**src/rtl/alu_pkg.sv**
```systemverilog
// Shared definitions for the ALU result buffering path.
//   ALU_OP_*         : op codes produced by the logic stage
//   ALU_DATA_W       : default result width
//   ALU_FIFO_DEPTH   : default result FIFO depth
//   result_entry_t   : one buffered result with its derived flags
package alu_pkg;

  localparam logic [1:0] ALU_OP_AND = 2'b00;
  localparam logic [1:0] ALU_OP_OR  = 2'b01;
  localparam logic [1:0] ALU_OP_XOR = 2'b10;
  localparam logic [1:0] ALU_OP_NOR = 2'b11;

  localparam int unsigned ALU_DATA_W     = 32;
  localparam int unsigned ALU_FIFO_DEPTH = 4;

  // Field order defines the packed layout used by the FIFO storage: {op, y, zero, neg}.
  typedef struct packed {
    logic [1:0]            op;
    logic [ALU_DATA_W-1:0] y;
    logic                  zero;
    logic                  neg;
  } result_entry_t;

endpackage

```
**src/rtl/result_fifo_mem.sv**
```systemverilog
// Storage array for the result FIFO.
//   clk   : write clock
//   we    : write enable
//   waddr : write address
//   wdata : write data
//   raddr : read address (combinational read)
//   rdata : read data
// The array is deliberately not reset; occupancy tracking lives in the parent.
module result_fifo_mem #(
  parameter int unsigned WIDTH = 36,
  parameter int unsigned DEPTH = 4
) (
  input  logic                     clk,
  input  logic                     we,
  input  logic [$clog2(DEPTH)-1:0] waddr,
  input  logic [WIDTH-1:0]         wdata,
  input  logic [$clog2(DEPTH)-1:0] raddr,
  output logic [WIDTH-1:0]         rdata
);

  logic [WIDTH-1:0] mem [DEPTH];

  always_ff @(posedge clk) begin
    if (we) begin
      mem[waddr] <= wdata;
    end
  end

  assign rdata = mem[raddr];

endmodule

```
**src/rtl/alu_result_fifo.sv**
```systemverilog
// Result FIFO between the logic/ALU stage and a slower consumer.
//   clk, reset          : clock and asynchronous active-high reset
//   in_valid/in_ready   : upstream handshake (in_ready = not full)
//   in_op, in_Y         : op code and result being pushed
//   out_valid/out_ready : downstream handshake (out_valid = not empty)
//   out_op, out_Y       : head entry, forced to 0 when empty
//   out_zero, out_neg   : flags captured when the head entry was pushed
//   count               : occupancy, 0..DEPTH
//   accepted            : wrapping count of pushes since reset
module alu_result_fifo
  import alu_pkg::*;
#(
  parameter int unsigned DATA  = ALU_DATA_W,
  parameter int unsigned DEPTH = ALU_FIFO_DEPTH
) (
  input  logic                   clk,
  input  logic                   reset,
  input  logic                   in_valid,
  output logic                   in_ready,
  input  logic [1:0]             in_op,
  input  logic [DATA-1:0]        in_Y,
  output logic                   out_valid,
  input  logic                   out_ready,
  output logic [1:0]             out_op,
  output logic [DATA-1:0]        out_Y,
  output logic                   out_zero,
  output logic                   out_neg,
  output logic [$clog2(DEPTH):0] count,
  output logic [15:0]            accepted
);

  localparam int unsigned PW = $clog2(DEPTH);
  localparam int unsigned CW = PW + 1;
  localparam int unsigned EW = DATA + 4;

  logic [PW-1:0] wr_ptr_q, wr_ptr_d;
  logic [PW-1:0] rd_ptr_q, rd_ptr_d;
  logic [CW-1:0] count_q, count_d;
  logic [15:0]   accepted_q, accepted_d;

  logic          full, empty, push, pop;
  logic [EW-1:0] wr_entry, rd_entry;

  // Ready/valid depend on registered occupancy only, so a full FIFO never accepts
  // in the same cycle it is popped.
  assign full  = (count_q == CW'(DEPTH));
  assign empty = (count_q == '0);
  assign push  = in_valid & ~full;
  assign pop   = out_ready & ~empty;

  // Flags are frozen at push time; layout matches result_entry_t.
  assign wr_entry = {in_op, in_Y, (in_Y == '0), in_Y[DATA-1]};

  result_fifo_mem #(
    .WIDTH (EW),
    .DEPTH (DEPTH)
  ) u_mem (
    .clk   (clk),
    .we    (push),
    .waddr (wr_ptr_q),
    .wdata (wr_entry),
    .raddr (rd_ptr_q),
    .rdata (rd_entry)
  );

  always_comb begin
    wr_ptr_d   = wr_ptr_q;
    rd_ptr_d   = rd_ptr_q;
    count_d    = count_q;
    accepted_d = accepted_q;
    if (push) begin
      wr_ptr_d   = wr_ptr_q + PW'(1);
      accepted_d = accepted_q + 16'd1;
    end
    if (pop) begin
      rd_ptr_d = rd_ptr_q + PW'(1);
    end
    unique case ({push, pop})
      2'b10:   count_d = count_q + CW'(1);
      2'b01:   count_d = count_q - CW'(1);
      default: count_d = count_q;
    endcase
  end

  always_ff @(posedge clk or posedge reset) begin
    if (reset) begin
      wr_ptr_q   <= '0;
      rd_ptr_q   <= '0;
      count_q    <= '0;
      accepted_q <= '0;
    end else begin
      wr_ptr_q   <= wr_ptr_d;
      rd_ptr_q   <= rd_ptr_d;
      count_q    <= count_d;
      accepted_q <= accepted_d;
    end
  end

  // Memory is never cleared, so head data must be masked while empty.
  always_comb begin
    out_op   = '0;
    out_Y    = '0;
    out_zero = 1'b0;
    out_neg  = 1'b0;
    if (!empty) begin
      out_op   = rd_entry[EW-1 -: 2];
      out_Y    = rd_entry[DATA+1:2];
      out_zero = rd_entry[1];
      out_neg  = rd_entry[0];
    end
  end

  assign in_ready  = ~full;
  assign out_valid = ~empty;
  assign count     = count_q;
  assign accepted  = accepted_q;

endmodule

```
**config.mk**
```make
export PLATFORM = sky130hd
export DESIGN_NAME = alu_result_fifo
export DESIGN_NICKNAME = d
export VERILOG_FILES = /design/src/rtl/alu_pkg.sv /design/src/rtl/result_fifo_mem.sv /design/src/rtl/alu_result_fifo.sv
export SDC_FILE = /design/constraint.sdc
export NUM_CORES = 1
export LEC_CHECK = 0
export ABC_AREA = 1
export ABC_CLOCK_PERIOD_IN_PS = 5600
export BUFFER_PORTS_ARGS = -buffer_cell sky130_fd_sc_hd__buf_4
export CORE_ASPECT_RATIO = 1.1
export CORE_MARGIN = 8
export CORE_UTILIZATION = 63
export CTS_BUF_LIST = sky130_fd_sc_hd__clkbuf_8 sky130_fd_sc_hd__clkbuf_16
export DETAILED_ROUTE_END_ITERATION = 8
export PLACE_DENSITY = 0.95
export SLEW_MARGIN = 20
export SYNTH_ARGS = -nofsm -noshare
export SYNTH_HDL_FRONTEND = slang
export SYNTH_HIERARCHICAL = 1
export SYNTH_SLANG_ARGS = --single-unit
```
**constraint.sdc**
```tcl
create_clock -name clk -period 5.6 [get_ports clk]
set_input_delay 0.56 -clock clk [delete_from_list [all_inputs] [get_ports clk]]
set_output_delay 0.56 -clock clk [all_outputs]
set_load 0.05 [all_outputs]
```
* Yosys cells after proc, flatten, opt, wreduce, memory -nomap -nowiden *
Memory sizes are Yosys's and may differ from the RTL's.
Cells that the tools add are included.

cells by class
  reduce and logical (&&, ||, !) cells = 3
  equal/unequal tests = 3
  mux-type cells = 7
  divide/modulo/power cells = 0
  multiply operators = 0
  bitwise logic cells = 4
  order comparisons = 0
  shift operators = 0
  $add $sub $neg = 5

operators with widths
  operator                                          count
  logical NOT 32 bit                                1
  2-to-1 mux 32 bit                                 1
  adder 16 x 1 -> 16 bit, second input constant     1
  one-hot mux 3 bit (2 select lines)                1
  adder 2 x 1 -> 2 bit, second input constant       2
  2-to-1 mux 1 bit                                  4
  adder 3 x 1 -> 3 bit, second input constant       1
  == test 3 bit, second input constant              1
  logical NOT 3 bit                                 1
  subtractor 3 x 1 -> 3 bit, second input constant  1
  bitwise AND 1 bit                                 2
  == test 2 x 1 -> 1 bit, second input constant     1
  == test 2 bit, second input constant              1
  2-to-1 mux 2 bit                                  1
  inverter 1 bit                                    2
  nonzero test 2 bit                                1

storage, ports and cells
  input port bits = 38
  ROM bits = 0
  memory bits (writable) = 144
  memories kept = 1
  latch bits = 0
  output and inout port bits = 57
  flip-flop bits (word level) = 23
  logic and storage cells = 27

memories
  name       depth  bits a word  rd ports  clocked after memory_dff  write ports  RTL line               source
  u_mem.mem  4      36           1         0                         1            result_fifo_mem.sv:21  logic [WIDTH-1:0] mem [DEPTH];

* Longest topological paths before layout *
  depth in word-level cells = 5
  mapped depth = 10
  gate-level depth less buffers = 10

* Modules after synthesis *
The synthesis kept the hierarchy.

by module, submodules not included
  module           area each (sq um)  cells an instance  sequential area each (sq um)  instances
  result_fifo_mem  6122.1             571                4324.1                        1
  alu_result_fifo  1634.1             251                575.6                         1

* Worst setup path before layout *
Ideal clock, no wire load.

  path type = register -> register
  start = reg count_q[1], in the netlist count[1]
  end = mem u_mem.mem[1][0] (enable)
  data required time = 5.126 ns
  path slack = 1.506 ns
  period minus slack after synthesis = 4.094 ns
  data arrival time = 3.620 ns
  buffers on the path = 0
  cell stages (with the launch flop) = 5
  setup time = 0.474 ns
  cell sequence = dfrtp_1 -> nor2_2 -> a21oi_2 -> inv_2 -> nor3_1

on the way
  cells in the longest elaborated chain, start to end = 5

ends and longest elaborated chain
  item                                    RTL line               source
  start, declared                         alu_result_fifo.sv:38  logic [CW-1:0] count_q, count_d;
  start signal, assigned                  alu_result_fifo.sv:94  count_q <= count_d;
  == test 3 bit                           alu_result_fifo.sv:46  assign full = (count_q == CW'(DEPTH));
  inverter 1 bit                          alu_result_fifo.sv:48  assign push = in_valid & ~full;
  bitwise AND 1 bit                       alu_result_fifo.sv:48
  net push                                alu_result_fifo.sv:41  logic full, empty, push, pop;
  2-to-1 mux 1 bit                        result_fifo_mem.sv:24  if (we) begin
  2-to-1 mux 1 bit (not written as such)  result_fifo_mem.sv:25  mem[waddr] <= wdata;
  end, declared                           result_fifo_mem.sv:21

The timed path passes the listed nets, and every way through them passes these cells.

* Worst setup path in the final report *
  start = reg rd_ptr_q[0]
  end = out out_Y[1]

on the way
  cells in the longest elaborated chain, start to end = 2

ends and longest elaborated chain
  item                      RTL line                source
  start, declared           alu_result_fifo.sv:37   logic [PW-1:0] rd_ptr_q, rd_ptr_d;
  start signal, assigned    alu_result_fifo.sv:93   rd_ptr_q <= rd_ptr_d;
  memory read (4 x 36 bit)  --
  net rd_entry[3]           alu_result_fifo.sv:42   logic [EW-1:0] wr_entry, rd_entry;
  2-to-1 mux 32 bit         alu_result_fifo.sv:105  if (!empty) begin
  end, declared             alu_result_fifo.sv:25   output logic [DATA-1:0] out_Y,

The timed path passes the listed nets, and every way through them passes these cells.

==> reports/summary.txt <==
NetSw = 2.74 mW
total number of vias = 5834
Clock Power Share = 20.8%
Initial Utilization = 64.5%
Syn. warnings = 6
EDFF count, synth = 144
Arr. time, crit path = 2.90 ns
Pwr per Cell Area = 639 nW/µm²
Slew Limit Fails = 0
R2R depth = 5
most frequent cells in the layout = nand2_1 (240), edfxtp_1 (144), inv_1 (130)
CP Depth = 8
crit-path max FO = 72
wire length per cell = 17.0 µm
Die H = 132 µm
drt first pass iters = 7
CP delay by family, top = buffers and inverters
ys flop type = edfxtp_1
layout cells sized above 1 = 24.2%
port buffer count = 94
Hold WC Path Type = input pin to asynchronous set/reset pin
post-synth top area share = 55.8%
Cell Area, Placed = 8530 µm²
leading cell type in the layout, fill and taps excluded = nand2_1
post-route ant nets = 0
Synth Area in Compound Gates = 0.307%
clock buffer depth = 2
status = finished, final reports clean
die area = 16100 µm²
remaining global-route overflow = 0
internal power = 3.11 mW
Post-Synth XOR/XNOR Area = 1.13%
CTS tree = done
register area share after synthesis = 63.2%
Boundary Pins = 95
vias in the first global route = 6020
Die W = 122 µm
syn nets = 863
GRT Overall Usage = 23.6%
highest clock rate = 289 MHz
n_diodes = 0
nature of the critical path endpoint = output pin
Seq pwr share = 31.4%
Synth area leader = edfxtp_1
WS Path Type = flop to output pin
Synth Cell Area = 7760 µm²
synth unique cells = 28
critical path buffer and inverter count = 4
CP peak stage delay = 0.80 ns
clock-pin slew of the registers on the worst-case setup and hold paths = 0.07 ns
final cycle utilization of the critical path = 61.7%
Final Skew = 0.00850 ns
Layout area overhead = 18.0%
Slew headroom = 35.2%
DR DRC count = 0
Nets = 959
Logic pwr share = 47.9%
critical path, cell by cell = buf_4 > inv_6 > nand2_1 > nand3_1 > nand2_1 > inv_1 > nor2_1 > buf_4
Worst EP required = 5.04 ns
Pleak = 4.39 nW
setup bufs post-CTS = 0
RSZ-0062 raised after global routing = false
Resize count post-CTS = 0
final WL = 18400 µm
global-route wire length before repair = 29600 µm
vias per cell = 5.38
setup TNS = 0 ns
CTS buffer count = 17
Slew @ Worst Pin = 0.967 ns
post-DP HPWL = 10600 µm
Max Cap Viol = 0
Root Buffer = clkbuf_16
critical path startpoint category = flop
cells after synthesis = 822
Core ar. = 12000 µm²
synthesized area per cell = 9.44 µm²
Yosys reg bits = 167
post-synthesis mux area share = 0%
ys async rst share = 13.8%
critical path's slowest cell = dfrtp_2
initial antenna violation count = 0
final-report hold violation count = 0
Simple-Gate Fraction of Synth Area = 22.1%
largest net degree at the start of global routing = 73
top cells by area, synth = edfxtp_1 (56%), nand2_1 (12%), dfrtp_1 (7.4%)
Final Critical Period = 3.46 ns
clock sink count = 167
final number of setup-violating endpoints = 0
RD Place Congestion = 0.789
adder-cell area share of the yosys netlist = 0.581%
H-tree levels = 4
initial DRC count = 572
clock latency on the worst-skew pair = 0.43 ns
Final Instance Area = 9160 µm²
Cell Rows = 42
cts hold-fix bufs = 0
maximum VDD drop = 0.476 mV
main combinational cell family by area after synthesis = simple AND/OR/NAND/NOR gates
Switching Share = 46.8%
## power by group through the flow
stage	sequential (mW)	clock [mW]	combinational [mW]
3_5_place_dp	1.84	0	2.73
2_1_floorplan	1.91	0	1.96
6_report	1.83	1.21	2.80
5_1_grt	1.86	1.27	2.98
4_1_cts	1.83	1.22	2.80
3_3_place_gp	1.83	0	2.66
## logic make-up (layout without fill, tap and decap cells)
family / Yosys count / after routing
buffers and inverters: 231 / 340
DFF: 167 / 167
adders and majority gates: 3 / 3
AOI/OAI and AO/OA: 4 / 4
and+or+nand+nor: 407 / 407
xor gates and xnor gates: 10 / 10
## sequential cells by signal, summed over array words and instances, names as in the netlist
signal     flops
u_mem/mem    144
accepted      16
count          3
rd_ptr_q       2
wr_ptr_q       2
## final timing paths
path	startpoint	endpoint	slack [ns]
min	reset	accepted[15]	0.32
max	rd_ptr_q[0]	out_Y[1]	2.14
min reg2reg	accepted[15]	accepted[15]	0.50
max in group asynchronous	reset	rd_ptr_q[0]	4.68
min in group clk	in_op[1]	u_mem/mem[3][35]	0.34
max reg2reg	count[0]	u_mem/mem[2][7]	2.95
## Yosys cell counts (5+ instances only)
library cell	count
nor2_1	68
buf_6	7
xor2_1	8
inv_2	74
buf_2	11
inv_1	130
nor3_1	5
nand3_1	76
dfrtp_1	23
nand3b_1	6
edfxtp_1	144
nand2_1	240
## through the flow
| step | hold WS (ns) | instances | setup WS, ns | total power, mW | utilization [%] |
|---|---|---|---|---|---|
| after floorplan | 0.464 | 822 | 1.51 | 3.88 | - |
| after global placement | 0.484 | 1053 | 2.79 | 4.49 | 70.9 |
| after detailed placement | 0.493 | 1053 | 2.70 | 4.58 | 70.9 |
| after CTS | 0.321 | 1085 | 2.20 | 5.85 | 76.1 |
| after global routing | 0.323 | 1085 | 2.03 | 6.11 | 76.1 |
| final | 0.317 | 1085 | 2.14 | 5.85 | 76.1 |
## final cells by class
class	instances	area, µm²
multi-input combinational	424	1890
tap	154	193
fill	676	2880
clock inverter	13	153
inverter	206	781
sequential	167	4900
clock buffer	19	475
timing repair buffer	102	766
## per-layer routing
metal | global-route usage (%) | vias to the layer above | part of all wire [%]
li1 | - | 2702 | -
met1 | 26.7 | 2696 | 37
met2 | 39.9 | 367 | 50
met3 | 6.73 | 69 | 9.5
met4 | 11.5 | 0 | 3.4
met5 | 0 | - | 0
No activity file was read; power rests on OpenSTA's default activity.
